===== config.mk =====
export PLATFORM = sky130hd
export DESIGN_NAME = avg_datapath
export DESIGN_NICKNAME = d
export VERILOG_FILES = /design/src/rtl/avg_datapath_pkg.sv /design/src/rtl/avg_datapath_reg_unit.sv /design/src/rtl/avg_datapath.sv
export SDC_FILE = /design/constraint.sdc
export NUM_CORES = 1
export LEC_CHECK = 0
export CAP_MARGIN = 20
export CORE_MARGIN = 2
export CORE_UTILIZATION = 40
export DETAILED_ROUTE_END_ITERATION = 7
export PLACE_DENSITY = 0.65
export SLEW_MARGIN = 10
export SYNTH_ARGS = -nofsm -noshare
export SYNTH_HDL_FRONTEND = slang
export SYNTH_SLANG_ARGS = --single-unit

===== constraint.sdc =====
create_clock -name clock -period 3 [get_ports clock]
set_clock_uncertainty 0.1 [all_clocks]
set_input_delay 0.6 -clock clock [delete_from_list [all_inputs] [get_ports clock]]
set_output_delay 0.6 -clock clock [all_outputs]
set_load 0.05 [all_outputs]

===== src/rtl/avg_datapath_pkg.sv =====
// Shared control encodings for the averaging datapath: register codes and ULA opcodes.
// The control-code generator drives these same values on tx/ty/tz/tula.
package avg_datapath_pkg;

  localparam int unsigned CodeWidth = 4;

  typedef enum logic [CodeWidth-1:0] {
    RegClear  = 4'd0,
    RegLoad   = 4'd1,
    RegHold   = 4'd2,
    RegShiftR = 4'd3
  } reg_code_e;

  typedef enum logic [CodeWidth-1:0] {
    UlaAdd   = 4'd0,
    UlaSub   = 4'd1,
    UlaAnd   = 4'd2,
    UlaOr    = 4'd3,
    UlaXor   = 4'd4,
    UlaPassX = 4'd5
  } ula_op_e;

endpackage


===== src/rtl/avg_datapath_reg_unit.sv =====
// One datapath register driven by a 4-bit control code: clear, load, hold or shift right.
// Unassigned codes hold; shift_in supplies the new MSB on a right shift.
module avg_datapath_reg_unit
  import avg_datapath_pkg::*;
#(
  parameter int unsigned WIDTH = 8
) (
  input  logic                 clock,
  input  logic                 reset_n,
  input  logic [CodeWidth-1:0] code,
  input  logic [WIDTH-1:0]     d,
  input  logic                 shift_in,
  output logic [WIDTH-1:0]     q
);

  logic [WIDTH-1:0] q_d;

  always_comb begin
    q_d = q;
    case (code)
      RegClear:  q_d = '0;
      RegLoad:   q_d = d;
      RegShiftR: q_d = {shift_in, q[WIDTH-1:1]};
      default:   q_d = q;
    endcase
  end

  always_ff @(posedge clock or negedge reset_n) begin
    if (!reset_n) begin
      q <= '0;
    end else begin
      q <= q_d;
    end
  end

endmodule


===== src/rtl/avg_datapath.sv =====
// Register-level datapath: X latches data_in, Y accumulates the ULA result, Z holds the output.
// Y's carry rotates back in on a right shift so (A+B)/2 stays exact after an ADD overflow.
module avg_datapath
  import avg_datapath_pkg::*;
#(
  parameter int unsigned WIDTH = 8
) (
  input  logic                 clock,
  input  logic                 reset_n,
  input  logic [WIDTH-1:0]     data_in,
  input  logic [CodeWidth-1:0] tx,
  input  logic [CodeWidth-1:0] ty,
  input  logic [CodeWidth-1:0] tz,
  input  logic [CodeWidth-1:0] tula,
  output logic [WIDTH-1:0]     x_q,
  output logic [WIDTH-1:0]     y_q,
  output logic [WIDTH-1:0]     z_q,
  output logic                 carry_q,
  output logic                 z_valid
);

  logic [WIDTH:0] ula_res;
  logic           carry_d;

  always_comb begin
    ula_res = '0;
    case (tula)
      UlaAdd:   ula_res = {1'b0, x_q} + {1'b0, y_q};
      UlaSub:   ula_res = {1'b0, x_q} - {1'b0, y_q};
      UlaAnd:   ula_res = {1'b0, x_q & y_q};
      UlaOr:    ula_res = {1'b0, x_q | y_q};
      UlaXor:   ula_res = {1'b0, x_q ^ y_q};
      UlaPassX: ula_res = {1'b0, x_q};
      default:  ula_res = '0;
    endcase
  end

  avg_datapath_reg_unit #(.WIDTH(WIDTH)) u_reg_x (
    .clock    (clock),
    .reset_n  (reset_n),
    .code     (tx),
    .d        (data_in),
    .shift_in (1'b0),
    .q        (x_q)
  );

  avg_datapath_reg_unit #(.WIDTH(WIDTH)) u_reg_y (
    .clock    (clock),
    .reset_n  (reset_n),
    .code     (ty),
    .d        (ula_res[WIDTH-1:0]),
    .shift_in (carry_q),
    .q        (y_q)
  );

  avg_datapath_reg_unit #(.WIDTH(WIDTH)) u_reg_z (
    .clock    (clock),
    .reset_n  (reset_n),
    .code     (tz),
    .d        (y_q),
    .shift_in (1'b0),
    .q        (z_q)
  );

  // Carry follows Y: captured on load, consumed by the shift, cleared with Y.
  always_comb begin
    carry_d = carry_q;
    case (ty)
      RegClear:  carry_d = 1'b0;
      RegLoad:   carry_d = ula_res[WIDTH];
      RegShiftR: carry_d = 1'b0;
      default:   carry_d = carry_q;
    endcase
  end

  always_ff @(posedge clock or negedge reset_n) begin
    if (!reset_n) begin
      carry_q <= 1'b0;
      z_valid <= 1'b0;
    end else begin
      carry_q <= carry_d;
      z_valid <= (tz == RegLoad);
    end
  end

endmodule


==> summary.txt <==
Status
  – Status: finished clean

Power and ir drop
  – PD cells: between 700 and 800 nW/µm²
  – Peak VDD IR: 0.381 mV
  – LEAKAGE: between 0.001 and 0.0015 µW

Final layout
  – # nets final: around 420
  – Final core utilization: between 50% and 60%
  – Ant. Diodes: 0
  – Final instance area: 3180 µm²
  – Fillers: 576
  – Layout area overhead: 31.7%
  – Layout cells sized above 1: 9.70%

Yosys
  – Mapped Nets: 355
  – Synth top area share: 26.9%
  – Seq/Total Area, Yosys: about 27%
  – Mean Syn Cell Area: between 7 and 8 µm²
  – Leading area contributor after synthesis: dfrtp_1
  – Cell variety after synth: 45
  – Top_reg_cell synth: dfrtp_1
  – Post-Syn Area: roughly 2400 µm²
  – Post-Syn Instances: 303
  – Synth warn: 0
  – Largest cells by area after synthesis: dfrtp_1 (27%), ha_1 (13%), inv_1 (6.2%)
  – Asr flop ratio synth: 100%
  – EDFF count, synth: 0
  – #FFs+latches synth: 26

Global route
  – First-pass GRT wire length: between 10000 and 15000 µm
  – All-layer global routing usage: a little over a fifth
  – Vias in the first global route: around 2.3k
  – Largest net degree at the start of global routing: 27
  – Initial antenna violation count: 0
  – Grt ovf: 0

STA
  – Setup violations, final: 0
  – Slew @ Worst Pin: 0.575 ns
  – Max Slew Vio Count: 0
  – Achievable Freq: around 350 MHz
  – Total negative slack: 0 ns
  – Worst setup margin: ~0.17 ns
  – Final worst path period need: roughly 2.8 ns
  – Final Hold Fails: 0
  – Hold_ws: around 0.45 ns
  – RSZ-0062 raised after global routing: no
  – Slew Limit Headroom: 61.6%
  – Final Cycle Share: 94.4%

Placed design
  – Post-DP HPWL: around 5300 µm
  – Placer congestion estimate: between 0.9 and 1
  – IO Port Bufs: just over 50
  – Pre-CTS WS: -0.259 ns
  – Placed cell area: 3110 µm²

Clock network
  – Hold-fix buffers, CTS: 0
  – Clock net sink count: 26
  – Root Buffer Master: clkbuf_8
  – CTS tree: yes
  – Worst-Skew Late Latency: 0.27 ns
  – H-tree levels: 1
  – CTS Buffer Depth: 2
  – TritonCTS Buffers: 3
  – Clock slew seen by the registers of the worst setup and hold paths: 0.10 ns

Drt
  – Vias/cell: between 5 and 6
  – DRC violations left: 0
  – Antenna Violating Nets Remaining: 0
  – Initial drt markers: between 200 and 250
  – Final WL: 6870 µm
  – Vias: approximately 2.5k
  – Post-DR wirelength/cell: 15.8 µm
  – Drt first pass iters: 4

Setup path
  – CP Capture Type: flip-flop
  – Worst EP arrival: between 2 and 3 ns
  – Critical path's top delay family: compound AO/OA/AOI/OAI gates
  – Slowest cell on crit path: clkdlybuf4s50_1
  – Bufs and invs on worst path: 1
  – Reg2Reg Setup Slack: approximately 0.4 ns
  – Setup crit start kind: input port
  – Ordered cell list for the critical path: clkdlybuf4s50_1 > nor4b_2 > nor2_1 > xnor2_1 > ha_1 > nor2b_1 > o211ai_1 > a221o_1 > o21ai_1 > a31oi_1
  – CP Class: input port to flip-flop
  – Worst Path Max Fanout: 4
  – CP peak stage delay: approximately 0.48 ns
  – CP required: 3.06 ns

Floorplanning
  – Die ar.: approximately 6700 µm²
  – Die span in x: around 82 µm
  – Die Y: 81.7 µm
  – CORE AREA: approximately 5900 µm²
  – Number of cell rows: 28
  – Initial Util: 41.1%
  – Io pins: 52

Run
  – Max-cap violations: 0

Worst hold path
  – Hold Path Class: flip-flop to flip-flop
## registers in the layout (all words and copies together) (netlist names)
| signal | flops |
|---|---|
| carry_q | 1 |
| u_reg_z.q | 8 |
| u_reg_x.q | 8 |
| u_reg_y.q | 8 |
| z_valid | 1 |
## metal layers
metal | part of all wire, % | up-vias | track usage (%)
met3 | 4.6 | 16 | 2.97
met1 | 44 | 1168 | 27.2
met2 | 50 | 80 | 38.9
met5 | 0 | - | 0
li1 | - | 1226 | -
met4 | 2.1 | 0 | 5.83
## final timing paths
| check | startpoint | to | cells past startpoint |
|---|---|---|---|
| max | tula[1] | u_reg_y.q[6] | 10 |
| min | u_reg_z.q[0] | u_reg_z.q[0] | 2 |
| max reg2reg | u_reg_y.q[3] | carry_q | 10 |
| min reg2reg | u_reg_z.q[0] | u_reg_z.q[0] | 2 |
| max in group asynchronous | reset_n | u_reg_y.q[6] | 2 |
| min in group asynchronous | reset_n | u_reg_z.q[0] | 2 |
## layout by cell type, fill, tap and decap left out, drive strengths merged, types with 3 or more instances in the layout
master	synthesis	layout
dfrtp	26	26
nor2b	3	3
o211ai	3	3
a31oi	7	7
inv	40	40
o21ai	32	32
nand3	19	19
ha	25	25
xnor2	7	7
o221ai	4	4
clkbuf	14	3
nand2	28	28
o22ai	9	9
a221o	6	6
mux2i	10	10
a21oi	9	9
and3	5	5
a22oi	3	3
clkdlybuf4s50	0	49
buf	4	22
nor3	6	6
a222oi	7	7
nor2	6	6
## power by group
group	switching, µW	internal, µW
clock network	119	90.3
logic	942	695
registers	121	431
## metrics by stage
step,instances,total power [µW]
floorplan,303,1600
global placement,433,2130
detailed placement,433,2160
CTS,436,2370
global route,436,2590
finish,436,2400
## layout make-up
class,instances,area (µm²),area share [%]
well taps,75,93.8,2.95
repair buffers,73,681,21.4
clock buffers,3,41.3,1.30
flip-flops and latches,26,651,20.4
inverters,40,150,4.72
multi-input cells,219,1570,49.2
## cell usage after synthesis (3+ instances only)
master,number
and3_1,5
a22oi_1,3
nor2b_1,3
mux2i_1,10
dfrtp_1,26
o22ai_1,9
a31oi_1,7
a221o_1,6
nor2_1,6
xnor2_1,7
nor3_1,6
a222oi_1,7
o211ai_1,3
ha_1,25
o21ai_0,30
nand2_1,28
nand3_1,19
inv_1,40
buf_2,4
o221ai_1,4
a21oi_1,9
clkbuf_1,13
## worst reg2reg max path, cell delays in order, from the launching register on
cell and delay [ns]:
dfrtp_1 0.49, nor2_1 0.31, nand3_1 0.17, o21ai_0 0.22
xnor2_1 0.10, ha_1 0.35, or3_1 0.35, o21ai_0 0.07
a21oi_1 0.08, mux2i_1 0.18, nand3_1 0.09
## timing repair
item                                   CTS  global route
setup endpoints to repair                0             6
buffers inserted                         0             0
resized for setup                        0            11
endpoints found under the hold margin    0             0
## logic make-up (layout without fill, tap and decap cells)
logic type	Yosys count	in the layout	share of synthesized area, %
flip-flops	26	26	26.9
AO/OA/AOI/OAI	93	93	25.8
XOR/XNOR	9	9	3.26
buffers and inverters	58	116	9.27
multiplexers	10	10	4.14
adder cells (fa/ha/maj)	26	26	13.8
AND/OR/NAND/NOR	81	81	16.8
Power figures use the tool's default switching activity.
==> variant, RTL diff (same flow settings) <==
`WIDTH` is set to 8 in 2 places; all go to 10.
--- a/src/rtl/avg_datapath_reg_unit.sv
+++ b/src/rtl/avg_datapath_reg_unit.sv
@@ -3,7 +3,7 @@
 module avg_datapath_reg_unit
   import avg_datapath_pkg::*;
 #(
-  parameter int unsigned WIDTH = 8
+  parameter int unsigned WIDTH = 10
 ) (
   input  logic                 clock,
   input  logic                 reset_n,
--- a/src/rtl/avg_datapath.sv
+++ b/src/rtl/avg_datapath.sv
@@ -3,7 +3,7 @@
 module avg_datapath
   import avg_datapath_pkg::*;
 #(
-  parameter int unsigned WIDTH = 8
+  parameter int unsigned WIDTH = 10
 ) (
   input  logic                 clock,
   input  logic                 reset_n,
Ports: changed (resized data_in, x_q, y_q and z_q); port bits go from 52 to 60. The function was not compared with the original's and may differ.
==> variant against the unedited design <==
Setup slack worse by 0.065 ns. Total power up 18%. Final area up 27%. Die area up 20%. Via count up 22%. Wire length up 31%. Sequential cell count up 6. Hold slack worse by 0.073 ns. Synthesized area up 21%. Largest cell class unchanged. Highest routed layer unchanged.
==> variant: results (changes against the unedited design) <==
metric,value,unit,change
synth_common_cells,"40 x o21ai_0, 32 x dfrtp_1, 32 x nand2_1",,
grt_pass1_vias,2931,,+25%
hp-start,u_reg_z.q[0],,
syn_nets,413,,+16%
dpl.hpwl,7.02,mm,+31%
startpoint,tula[3],,
cp_top_family,simple AND/OR/NAND/NOR gates,,
num_vias,3049,,+22%
layout-drive-gt1-share,15.9,%,+6.2 points
comb_power,1.81,mW,+10%
pwr-share-clk,14.8,%,+6.1 points
layoutNonFillerInstCount,551,,+26%
ys_seq_area_share,27.5,%,+0.53 points
path_clk_slew,0.07,ns,-0.03 ns
reg_top3,"u_reg_x.q: 10 flops, u_reg_y.q: 10 flops, u_reg_z.q: 10 flops",,
vdd_drop_max,0.000315,V,-17%
arrival,2.96,ns,+0.07 ns
rr_startpoint,u_reg_y.q[3],,
antenna_found_initial,0,,unchanged
clock_latency,0.29,ns,+0.02 ns
synthTopCellsByArea,"dfrtp_1 27%, ha_1 13%, o21ai_0 6.9%",,
grt_usage,24.1,%,+2.4 points
synth_warnings,0,,unchanged
synthFlopType,dfrtp_1,,
diodes,0,,unchanged
clock_tree.buffer_depth,2,,unchanged
hold_class,register to register,,
async_reset_ff_share,100,%,unchanged
port_buffers,59,,+16%
max_stage_delay,0.33,ns,-0.15 ns
p_sw,1.28,mW,+8.6%
grt_pass1_wl,14.7,mm,+30%
synth_cell_types,53,,+18%
post_dp_cell_area,3890,sq um,+25%
grt_max_degree,33,,+22%
p_comb_share,63.8,%,-4.5 points
cts_root_buf,clkbuf_8,,
status,"complete, no violations",,
cp_max_fo,3,,-1
p_leak,1.81,nW,+26%
wl,9.03,mm,+31%
synth_cells,353,,+17%
pre_cts_slack,-0.495,ns,-0.236 ns
nNetsFinal,511,,+23%
cts_max_level,2,,+1
routabilityCongestion,0.982,,+5.6%
tightestPinTransition,0.727,ns,+0.151 ns
cpMaxStageDelayCell,nor4b_4,,
dp_cells,540,,+25%
cts_inserted_buffers,5,,+2
first_pass_iters,4,,unchanged
initialDrtViolationCount,226,,+0.89%
synth_edf_count,0,,unchanged
## variant: changes by cell type after synthesis, sizes merged, moves of 6 or more
cell    before  now
a21oi        9   26
xnor2        7   13
a221o        6    0
inv         40   28
dfrtp       26   32
clkbuf      14    8
ha          25   31
o21ai       32   45
nand3       19    6
nor2         6   22
## variant: cells by family (layout without fill, tap and decap cells)
logic type / after synthesis / in the layout / share of synthesized area, %
AND/OR/NAND/NOR: 97 / 97 / 16.8
multiplexers: 14 / 14 / 4.89
XOR/XNOR: 14 / 14 / 4.20
buffers and inverters: 44 / 143 / 6.61
flip-flops: 32 / 32 / 27.5
adder cells (fa/ha/maj): 32 / 32 / 14.0
AO/OA/AOI/OAI: 120 / 120 / 26.0
## variant: layout make-up
type | instances | area (sq um)
fillers | 697 | 3080
inverters | 28 | 105
well taps | 99 | 124
clock buffers | 6 | 72.6
clock inverters | 2 | 35.0
multi-input cells | 277 | 1970
repair buffers | 107 | 946
flip-flops and latches | 32 | 801
## variant: routing by layer
layer | global-route usage (%) | vias up | routed length [microns]
li1 | - | 1482 | -
met1 | 32.8 | 1462 | 4150
met2 | 38.9 | 89 | 4210
met3 | 3.69 | 16 | 487
met4 | 8.55 | 0 | 181
met5 | 0 | - | 0
## variant: final timing paths
kind / end / depth (start not counted) / slack (ns)
max: u_reg_y.q[9] / 12 / 0.10
min: u_reg_z.q[0] / 2 / 0.38
max reg2reg: u_reg_y.q[9] / 13 / 0.26
min reg2reg: u_reg_z.q[0] / 2 / 0.38
max in group asynchronous: u_reg_z.q[8] / 2 / 1.87
min in group asynchronous: u_reg_x.q[1] / 2 / 0.61
## variant: what timing repair did
item	CTS	global route
setup buffers	2	1
endpoints found under the setup margin	5	4
resized for setup	4	8
pin swaps	2	7
